<file path="src/rtl/down_timer.sv">
// down_timer: loadable down-counting timer with terminal-count pulse and optional auto-reload
//   clk, rst_n              clock, asynchronous active-low reset
//   load_valid/value/ready  start-value handshake, accepted only in IDLE
//   auto_reload             reload the start value at terminal count instead of stopping
//   enable, abort           decrement qualifier, stop the run without a terminal pulse
//   count_out, busy         registered count, high while running
//   tc_pulse, tc_count      one-cycle terminal strobe, terminal events since the last load
module down_timer #(
  parameter int WIDTH = 4,
  parameter int TCW = 8
) (
  input  logic             clk,
  input  logic             rst_n,
  input  logic             load_valid,
  input  logic [WIDTH-1:0] load_value,
  output logic             load_ready,
  input  logic             auto_reload,
  input  logic             enable,
  input  logic             abort,
  output logic [WIDTH-1:0] count_out,
  output logic             busy,
  output logic             tc_pulse,
  output logic [TCW-1:0]   tc_count
);
  typedef enum logic {IDLE, RUN} state_t;
  state_t state, state_nx;
  logic [WIDTH-1:0] reload_reg, reload_nx, count_nx;
  logic [TCW-1:0] tc_count_nx;
  logic tc_nx, load_go, term, zero_load;
  always_ff @(posedge clk or negedge rst_n)
    if (!rst_n) begin
      state <= IDLE;
      count_out <= '0;
      reload_reg <= '0;
      tc_pulse <= 1'b0;
      tc_count <= '0;
    end else begin
      state <= state_nx;
      count_out <= count_nx;
      reload_reg <= reload_nx;
      tc_pulse <= tc_nx;
      tc_count <= tc_count_nx;
    end
  // a zero start value terminates immediately without ever entering RUN
  always_comb begin
    load_go = load_valid && state == IDLE;
    zero_load = load_go && load_value == '0;
    term = state == RUN && !abort && enable && count_out == WIDTH'(1);
    state_nx = state == IDLE ? (load_go && !zero_load ? RUN : IDLE)
             : (abort || (term && !auto_reload)) ? IDLE : RUN;
    count_nx = load_go ? load_value
             : state == IDLE || !enable && !abort ? count_out
             : abort ? '0
             : term ? (auto_reload ? reload_reg : '0)
             : count_out - WIDTH'(1);
    reload_nx = load_go ? load_value : reload_reg;
    tc_nx = zero_load || term;
    tc_count_nx = zero_load ? TCW'(1) : load_go ? '0 : term ? tc_count + TCW'(1) : tc_count;
  end
  always_comb begin
    load_ready = state == IDLE;
    busy = state == RUN;
  end
endmodule

</file>
<file path="config.mk">
export PLATFORM = sky130hd
export DESIGN_NAME = down_timer
export DESIGN_NICKNAME = d
export VERILOG_FILES = /design/src/rtl/down_timer.sv
export SDC_FILE = /design/constraint.sdc
export NUM_CORES = 1
export LEC_CHECK = 0
export BUFFER_PORTS_ARGS = -buffer_cell sky130_fd_sc_hd__buf_4
export CORE_MARGIN = 5
export CORE_UTILIZATION = 51
export DETAILED_ROUTE_END_ITERATION = 7
export PLACE_DENSITY = 0.78
export RECOVER_POWER = 100
export SYNTH_ARGS = -nofsm -noshare
export SYNTH_HDL_FRONTEND = slang
export SYNTH_SLANG_ARGS = --single-unit
</file>
<file path="constraint.sdc">
create_clock -name clk -period 1.9 [get_ports clk]
set_clock_uncertainty 0.1 [all_clocks]
set_input_delay 0.19 -clock clk [delete_from_list [all_inputs] [get_ports clk]]
set_output_delay 0.19 -clock clk [all_outputs]
set_load 0.005 [all_outputs]
</file>
==> load_flow_metrics.sql, run 1 <==
INSERT INTO impl_metrics (metric_group, metric, value, unit) VALUES
('run_status', 'outcome', 'finished, final reports clean', ''),
('floorplanning', 'y_dimension_of_the_die', '53.89', 'um'),
('route', 'first_iter_violations', '50', ''),
('place', 'dp_hpwl', '1731', 'um'),
('route', 'via_per_inst', '5.465', ''),
('floorplanning', 'floorplan.io_pins', '25', ''),
('grt', 'global_route.usage.total', '17.77', '%'),
('route', 'drt.antenna.violating_nets', '0', ''),
('grt', 'overflow', '0', ''),
('timing', 'setup_ws', '182.6', 'ps'),
('synth', 'synthesis.nets', '118', ''),
('cells_and_area', 'final_cell_mix', 'sky130_fd_sc_hd__nand2_1, sky130_fd_sc_hd__dfrtp_1, sky130_fd_sc_hd__clkbuf_4', ''),
('setup_path', 'critPathLaunchType', 'flip-flop', ''),
('floorplanning', 'total_die_area', '2904', 'um2'),
('grt', 'grt_pass1_vias', '825', ''),
('route', 'vias', '858', ''),
('synth', 'synth-compound-area-share', '9.936', '%'),
('setup_path', 'critical_path.max_fanout', '9', ''),
('synth', 'synth_cell_type_count', '26', ''),
('clock_network', 'insertion_delay', '290', 'ps'),
('timing', 'relSlewSlack', '37.50', '%'),
('pwr', 'switching_share', '34.19', '%'),
('cells_and_area', 'layout.cell_area.non_filler', '1207', 'um2'),
('clock_network', 'post_cts_setup_buffer_count', '0', ''),
('setup_path', 'cp.arrival', '1830', 'ps'),
('cells_and_area', 'layout_commonest_cell', 'sky130_fd_sc_hd__nand2_1', ''),
('pwr', 'power.share.clock', '17.3', '%'),
('floorplanning', 'dieWidth', '53.89', 'um'),
('grt', 'pin_count_of_the_biggest_net_entering_global_routing', '19', ''),
('timing', 'rsz_0062_raised_after_global_routing', 'false', ''),
('pwr', 'power.internal', '0.7190', 'mW'),
('place', 'detailed_place.area', '1186', 'um2'),
('timing', 'final_period_minus_worst_setup_slack', '1717', 'ps'),
('timing', 'hold_viol', '0', ''),
('synth', 'synth_top_area_cell', 'sky130_fd_sc_hd__dfrtp_1', ''),
('synth', 'ys_ff_latch', '18', ''),
('timing', 'final.period_utilization', '90.39', '%'),
('clock_network', 'h-tree-depth', '1', ''),
('setup_path', 'reg2reg_depth', '5', ''),
('cells_and_area', 'post_route_cells_drive_above_1_share', '21.97', '%'),
('pwr', 'relative_contribution_of_sequential_cells_to_total_power', '48.8', '%'),
('route', 'routedWlPerCell', '14.21', 'um'),
('synth', 'synthMuxAreaShare', '2.166', '%'),
('pwr', 'power.density_cell_area', '904.8', 'nW/um2'),
('synth', 'yosys.area_share.simple', '28.92', '%'),
('synth', 'synth_area_leaders', 'sky130_fd_sc_hd__dfrtp_1, sky130_fd_sc_hd__nand2_1, sky130_fd_sc_hd__nand3_1, sky130_fd_sc_hd__o21ai_0, sky130_fd_sc_hd__xnor2_1', ''),
('setup_path', 'endpoint', 'count_out[2]', ''),
('synth', 'ys_seq_area_share', '45.86', '%'),
('synth', 'post_synth_xor_area_fraction', '6.242', '%'),
('synth', 'syn_area', '982.2', 'um2'),
('synth', 'synth_adder_area_share', '3.822', '%'),
('setup_path', 'critical_path.reg2reg.startpoint', 'count_out[0]', ''),
('synth', 'main_combinational_cell_family_by_area_after_synthesis', 'simple AND/OR/NAND/NOR gates', ''),
('worst_hold_path', 'hold_path_class', 'input pin to flip-flop', ''),
('floorplanning', 'placement_rows', '15', ''),
('setup_path', 'critPathLaunch', 'count_out[0]', ''),
('clock_network', 'cts_buffers', '3', ''),
('timing', 'report.final.setup_viol', '0', ''),
('synth', 'synth.yosys.warnings', '0', ''),
('synth', 'netlist.area_leader.share', '45.86', '%'),
('place', 'dpl_worst_slack', '197.9', 'ps'),
('cells_and_area', 'area_growth', '22.93', '%'),
('pwr', 'p_sw', '0.3735', 'mW'),
('route', 'wl', '2231', 'um'),
('synth', 'syn_inst', '105', ''),
('clock_network', 'cts-root-to-sink-buffers', '2', ''),
('clock_network', 'clock_sink_count', '18', ''),
('place', 'finalWeightedCongestion', '0.9052', ''),
('place', 'portbufs', '24', ''),
('cells_and_area', 'antenna_cells_inserted', '0', ''),
('clock_network', 'clock_tree_from_tritoncts', 'built', '');
[what timing repair did]
item                                   4_1_cts  5_1_grt
endpoints found under the hold margin       18        0
hold buffers                                 1        0
resized for setup                            0        0
[area by class of cell]
cell class              instances  area (um2)
inverters                       4       15.01
fillers                       152       575.6
flip-flops and latches         18       450.4
clock buffers                   3       22.52
multi-input cells              81       501.7
well taps                      25       31.28
repair buffers                 26       186.4
[power groups by stage]
stage | sequential, mW | combinational (mW) | clock [mW]
2_1_floorplan | 0.528 | 0.224 | 0
3_3_place_gp | 0.537 | 0.376 | 0
3_5_place_dp | 0.543 | 0.380 | 0
4_1_cts | 0.535 | 0.384 | 0.190
5_1_grt | 0.546 | 0.413 | 0.209
6_report | 0.533 | 0.370 | 0.189
[critical path: stages, from the launching register on]
cell,delay (ps)
sky130_fd_sc_hd__dfrtp_1,440
sky130_fd_sc_hd__ha_1,260
sky130_fd_sc_hd__nand4bb_4,140
sky130_fd_sc_hd__nor3_4,80
sky130_fd_sc_hd__or4_1,460
sky130_fd_sc_hd__a31oi_1,150
[cell usage after synthesis]
| library cell | number |
|---|---|
| sky130_fd_sc_hd__nor3_1 | 4 |
| sky130_fd_sc_hd__or4_1 | 4 |
| sky130_fd_sc_hd__inv_1 | 4 |
| sky130_fd_sc_hd__nand2_1 | 20 |
| sky130_fd_sc_hd__nand4b_1 | 1 |
| sky130_fd_sc_hd__xor2_1 | 2 |
| sky130_fd_sc_hd__o211ai_1 | 1 |
| sky130_fd_sc_hd__and4bb_2 | 1 |
| sky130_fd_sc_hd__o21ai_0 | 9 |
| sky130_fd_sc_hd__nor3_4 | 1 |
| sky130_fd_sc_hd__xnor2_1 | 5 |
| sky130_fd_sc_hd__clkbuf_1 | 1 |
| sky130_fd_sc_hd__mux2_2 | 1 |
| sky130_fd_sc_hd__nand4bb_4 | 1 |
| sky130_fd_sc_hd__a31oi_1 | 4 |
| sky130_fd_sc_hd__nor2b_1 | 2 |
| sky130_fd_sc_hd__nand3_1 | 9 |
| sky130_fd_sc_hd__buf_6 | 1 |
| sky130_fd_sc_hd__a21boi_0 | 1 |
| sky130_fd_sc_hd__mux2i_1 | 1 |
| sky130_fd_sc_hd__a21oi_1 | 1 |
| sky130_fd_sc_hd__nand2b_1 | 1 |
| sky130_fd_sc_hd__nor2_1 | 8 |
| sky130_fd_sc_hd__o31ai_1 | 1 |
| sky130_fd_sc_hd__dfrtp_1 | 18 |
| sky130_fd_sc_hd__ha_1 | 3 |
[metal layers]
| layer | global-route usage, % | vias up | share of wire [%] |
|---|---|---|---|
| li1 | - | 422 | - |
| met1 | 22.40 | 402 | 44 |
| met2 | 29.23 | 32 | 50 |
| met3 | 4.155 | 2 | 6.0 |
| met4 | 6.809 | 0 | 0.54 |
| met5 | 0 | - | 0 |
[worst min-delay path by stage]
stage,endpoint,slack [ps],cells after the start
6_report,reload_reg[2],3,3
5_1_grt,reload_reg[0],6,3
4_1_cts,reload_reg[2],2,3
3_5_place_dp,reload_reg[1],-30,1
3_3_place_gp,reload_reg[2],-30,1
2_1_floorplan,busy,-210,0
[logic make-up after synthesis]
logic type | after synthesis
simple gates | 52
flops | 18
compound gates | 17
xor+xnor | 7
buf+inv | 6
fa+ha+maj | 3
mux | 2
[through the flow]
step,std cells,hold slack [ps]
after global placement,153,-31.00
after global routing,157,5.793
after floorplan,105,-205.6
after detailed placement,153,-26.82
after CTS,157,2.473
final,157,3.035
Power figures use the tool's default switching activity.
==> run 2: changes to the inputs <==
--- a/config.mk
+++ b/config.mk
@@ -5,11 +5,12 @@
 export SDC_FILE = /design/constraint.sdc
 export NUM_CORES = 1
 export LEC_CHECK = 0
+export ABC_AREA = 1
 export BUFFER_PORTS_ARGS = -buffer_cell sky130_fd_sc_hd__buf_4
 export CORE_MARGIN = 5
-export CORE_UTILIZATION = 51
+export CORE_UTILIZATION = 52
 export DETAILED_ROUTE_END_ITERATION = 7
-export PLACE_DENSITY = 0.78
+export PLACE_DENSITY = 0.79
 export RECOVER_POWER = 100
 export SYNTH_ARGS = -nofsm -noshare
 export SYNTH_HDL_FRONTEND = slang
==> load_flow_metrics.sql, run 2 <==
INSERT INTO impl_metrics (metric_group, metric, value, unit) VALUES
('timing', 'setup_total_negative_slack', '0', 'ps'),
('cells_and_area', 'antenna_cells_inserted', '0', ''),
('setup_path', 'cp_dominant_cell_by_count', 'sky130_fd_sc_hd__nand2_1', ''),
('pwr', 'power.density_cell_area', '890.4', 'nW/um2'),
('cells_and_area', 'post_route_cells_drive_above_1_share', '18.67', '%'),
('timing', 'final.period_utilization', '84.06', '%'),
('setup_path', 'cp_peak_stage_delay', '410', 'ps'),
('route', 'vias', '1033', ''),
('pwr', 'p_sw', '0.4109', 'mW'),
('cells_and_area', 'layout.cell_area.non_filler', '1281', 'um2'),
('pwr', 'power.share.clock', '21.0', '%'),
('route', 'drt.antenna.violating_nets', '0', ''),
('floorplanning', 'start_util', '53.54', '%'),
('timing', 'timing_worst_slew_pin_value', '980.6', 'ps'),
('clock_network', 'insertion_delay', '300', 'ps'),
('timing', 'relSlewSlack', '34.63', '%'),
('setup_path', 'cp.arrival', '1700', 'ps'),
('place', 'portbufs', '24', ''),
('floorplanning', 'dieWidth', '54.72', 'um'),
('synth', 'synth_flop_cell', 'sky130_fd_sc_hd__dfrtp_1', ''),
('timing', 'report.final.slew_viol_count', '0', ''),
('cells_and_area', 'area_growth', '23.23', '%'),
('synth', 'syn_area', '1040', 'um2'),
('setup_path', 'critPathLaunchType', 'flip-flop', ''),
('cells_and_area', 'finalNetCount', '180', ''),
('clock_network', 'clock_sink_count', '18', ''),
('setup_path', 'critPathLaunch', 'count_out[1]', ''),
('pwr', 'irDropWorstVdd', '0.0006626', 'V'),
('floorplanning', 'y_dimension_of_the_die', '54.72', 'um'),
('timing', 'hold_viol', '0', ''),
('setup_path', 'cp.depth', '9', ''),
('floorplanning', 'core', '1942', 'um2'),
('route', 'remaining_design_rule_violation_count', '0', ''),
('pwr', 'combPwrFrac', '32.9', '%'),
('cells_and_area', 'final_cell_mix', 'sky130_fd_sc_hd__nand2_1, sky130_fd_sc_hd__inv_1, sky130_fd_sc_hd__dfrtp_1, sky130_fd_sc_hd__clkbuf_4, sky130_fd_sc_hd__nand3_1', ''),
('synth', 'synth_top_area_cell', 'sky130_fd_sc_hd__dfrtp_1', ''),
('worst_hold_path', 'min_delay_path_depth', '3', ''),
('place', 'dp_hpwl', '1976', 'um'),
('route', 'via_per_inst', '5.352', ''),
('pwr', 'power_leakage', '0.6772', 'nW'),
('clock_network', 'cts.clk_slew.worst_paths', '110', 'ps'),
('setup_path', 'reg2reg_depth', '9', ''),
('setup_path', 'critical_path.reg2reg.startpoint', 'count_out[1]', ''),
('clock_network', 'cts_buffers', '3', ''),
('setup_path', 'critical_path.max_fanout', '10', ''),
('setup_path', 'critPathTopFamily', 'simple AND/OR/NAND/NOR gates', ''),
('synth', 'netlist.area_leader.share', '43.32', '%'),
('setup_path', 'worstPathCellList', 'inv_1, ha_1, nand2_1, inv_1, nand3_4, nand2_1, inv_1, nand2_1, nand2_1', ''),
('cells_and_area', 'layout_commonest_cell', 'sky130_fd_sc_hd__nand2_1', ''),
('synth', 'synthesis.nets', '151', ''),
('floorplanning', 'floorplan.io_pins', '25', ''),
('grt', 'overflow', '0', ''),
('setup_path', 'worstPathRequired', '2000', 'ps'),
('route', 'dr.pass1.iters', '4', ''),
('clock_network', 'clock_tree.root_cell', 'sky130_fd_sc_hd__clkbuf_4', ''),
('grt', 'grt_antenna_before_repair', '0', ''),
('timing', 'final_period_minus_worst_setup_slack', '1597', 'ps'),
('timing', 'report.final.setup_viol', '0', ''),
('setup_path', 'critPathCaptureType', 'flip-flop', ''),
('synth', 'synth_most_common_cell', 'sky130_fd_sc_hd__nand2_1', ''),
('route', 'routedWlPerCell', '13.15', 'um'),
('synth', 'synthArstFlopShare', '100.0', '%'),
('clock_network', 'clock_tree_from_tritoncts', 'built', ''),
('clock_network', 'cts-root-to-sink-buffers', '2', ''),
('clock_network', 'post_cts_setup_buffer_count', '0', ''),
('pwr', 'switching_share', '36.01', '%'),
('pwr', 'relative_contribution_of_sequential_cells_to_total_power', '46.1', '%'),
('floorplanning', 'placement_rows', '16', ''),
('clock_network', 'h-tree-depth', '1', ''),
('place', 'detailed_place.area', '1249', 'um2'),
('timing', 'rsz_0062_raised_after_global_routing', 'false', ''),
('timing', 'max_clock_freq', '0.6261', 'GHz'),
('route', 'first_iter_violations', '27', ''),
('place', 'finalWeightedCongestion', '0.8454', ''),
('pwr', 'power.internal', '0.7300', 'mW'),
('synth', 'ys_ff_latch', '18', ''),
('worst_hold_path', 'hold_path.startpoint', 'load_value[2]', ''),
('synth', 'commonest_cells_in_the_synthesized_netlist', 'sky130_fd_sc_hd__nand2_1, sky130_fd_sc_hd__dfrtp_1, sky130_fd_sc_hd__inv_1', ''),
('run_status', 'outcome', 'finished, final reports clean', ''),
('grt', 'wire_length_of_the_first_global_routing_pass', '4008', 'um'),
('flow_run', 'maxCapViolations', '0', ''),
('synth', 'ys_seq_area_share', '43.32', '%'),
('setup_path', 'crit_slowest_cell', 'sky130_fd_sc_hd__dfrtp_1', ''),
('synth', 'synth_area_leaders', 'sky130_fd_sc_hd__dfrtp_1, sky130_fd_sc_hd__nand2_1, sky130_fd_sc_hd__nand3_1, sky130_fd_sc_hd__inv_1, sky130_fd_sc_hd__a21oi_1', ''),
('grt', 'global_route.usage.total', '18.89', '%'),
('synth', 'synth_cell_type_count', '20', ''),
('cells_and_area', 'largest_reg_flops', '8', ''),
('setup_path', 'worst-setup-path-type', 'flip-flop to flip-flop', ''),
('grt', 'grt_pass1_vias', '953', ''),
('route', 'wl', '2538', 'um'),
('synth', 'avgSynthCellArea', '7.534', 'um2'),
('setup_path', 'cp.buffers_inverters', '3', ''),
('synth', 'synth.yosys.warnings', '0', ''),
('grt', 'pin_count_of_the_biggest_net_entering_global_routing', '19', ''),
('floorplanning', 'total_die_area', '2994', 'um2'),
('worst_hold_path', 'hold_path_class', 'input pin to flip-flop', ''),
('synth', 'syn_inst', '138', ''),
('synth', 'synth-edff-count', '0', '');
[run 2: cell types whose count changed after synthesis, moves of 4 or more]
cell                      change
sky130_fd_sc_hd__xnor2_1      -4
sky130_fd_sc_hd__nand2_1     +17
sky130_fd_sc_hd__nand4_1      +5
sky130_fd_sc_hd__nand3_1      +6
sky130_fd_sc_hd__a31oi_1      -4
sky130_fd_sc_hd__a21oi_1      +9
sky130_fd_sc_hd__inv_1       +12
sky130_fd_sc_hd__or4_1        -4
[run 2: power by group through the flow]
stage / Clock [mW] / Combinational (mW) / Sequential, mW
after CTS: 0.245 / 0.387 / 0.527
after floorplan: 0 / 0.220 / 0.523
final: 0.240 / 0.375 / 0.526
after global routing: 0.268 / 0.419 / 0.536
after detailed placement: 0 / 0.384 / 0.535
after global placement: 0 / 0.371 / 0.531
[run 2: layer usage]
layer | share of wire [%] | global-route usage (%) | wire (um)
met1 | 41 | 21.43 | 1048
met2 | 52 | 34.06 | 1310
met3 | 5.6 | 3.815 | 142
met4 | 1.4 | 7.469 | 36
met5 | 0 | 0 | 0
[run 2: worst reg2reg max path: stages, from the launching register on]
cell and delay, ps:
sky130_fd_sc_hd__dfrtp_1 410, sky130_fd_sc_hd__inv_1 120, sky130_fd_sc_hd__ha_1 160, sky130_fd_sc_hd__nand2_1 60, sky130_fd_sc_hd__inv_1 90, sky130_fd_sc_hd__nand3_4 130, sky130_fd_sc_hd__nand2_1 200, sky130_fd_sc_hd__inv_1 120
sky130_fd_sc_hd__nand2_1 70, sky130_fd_sc_hd__nand2_1 60
[run 2: cell families (layout without fill, tap and decap cells)]
group / after synthesis / count (layout) / synth area share (%)
AOI/OAI and AO/OA: 20 / 20 / 9.748
xor gates and xnor gates: 1 / 1 / 0.8425
adders and majority gates: 3 / 3 / 3.610
buffers and inverters: 19 / 47 / 6.980
DFF: 18 / 18 / 43.32
and+or+nand+nor: 77 / 77 / 35.50
[run 2: per-stage QoR]
stage	hold WS (ps)	worst slack (ps)	utilization [%]	total power, mW	cells
2_1_floorplan	-205.6	507.1	-	0.7430	138
3_3_place_gp	-28.31	436.0	64.30	0.9023	188
3_5_place_dp	-27.89	368.9	64.30	0.9188	188
4_1_cts	22.80	349.3	66.69	1.159	193
5_1_grt	11.75	154.7	65.98	1.223	193
6_report	23.06	302.9	65.98	1.141	193
[run 2: layout make-up]
class	count	area (um2)
Timing Repair Buffer	25	186.4
Fill cell	178	660.6
Clock buffer	4	36.28
Multi-Input combinational cell	101	506.7
Tap cell	27	33.78
Sequential cell	18	450.4
Inverter	18	67.56
[run 2: worst paths after layout]
check | to | slack (ps)
setup / recovery | tc_count[0] | 300
min in group asynchronous | busy | 460
setup reg to reg | tc_count[0] | 300
max in group asynchronous | tc_count[1] | 650
hold / removal | reload_reg[2] | 20
hold reg to reg | reload_reg[3] | 400
[run 2: what timing repair did]
action                                  4_1_cts  5_1_grt
hold buffers                                  1        0
endpoints found under the setup margin        0        0
endpoints found under the hold margin        18        0
gates resized for setup                       0        0
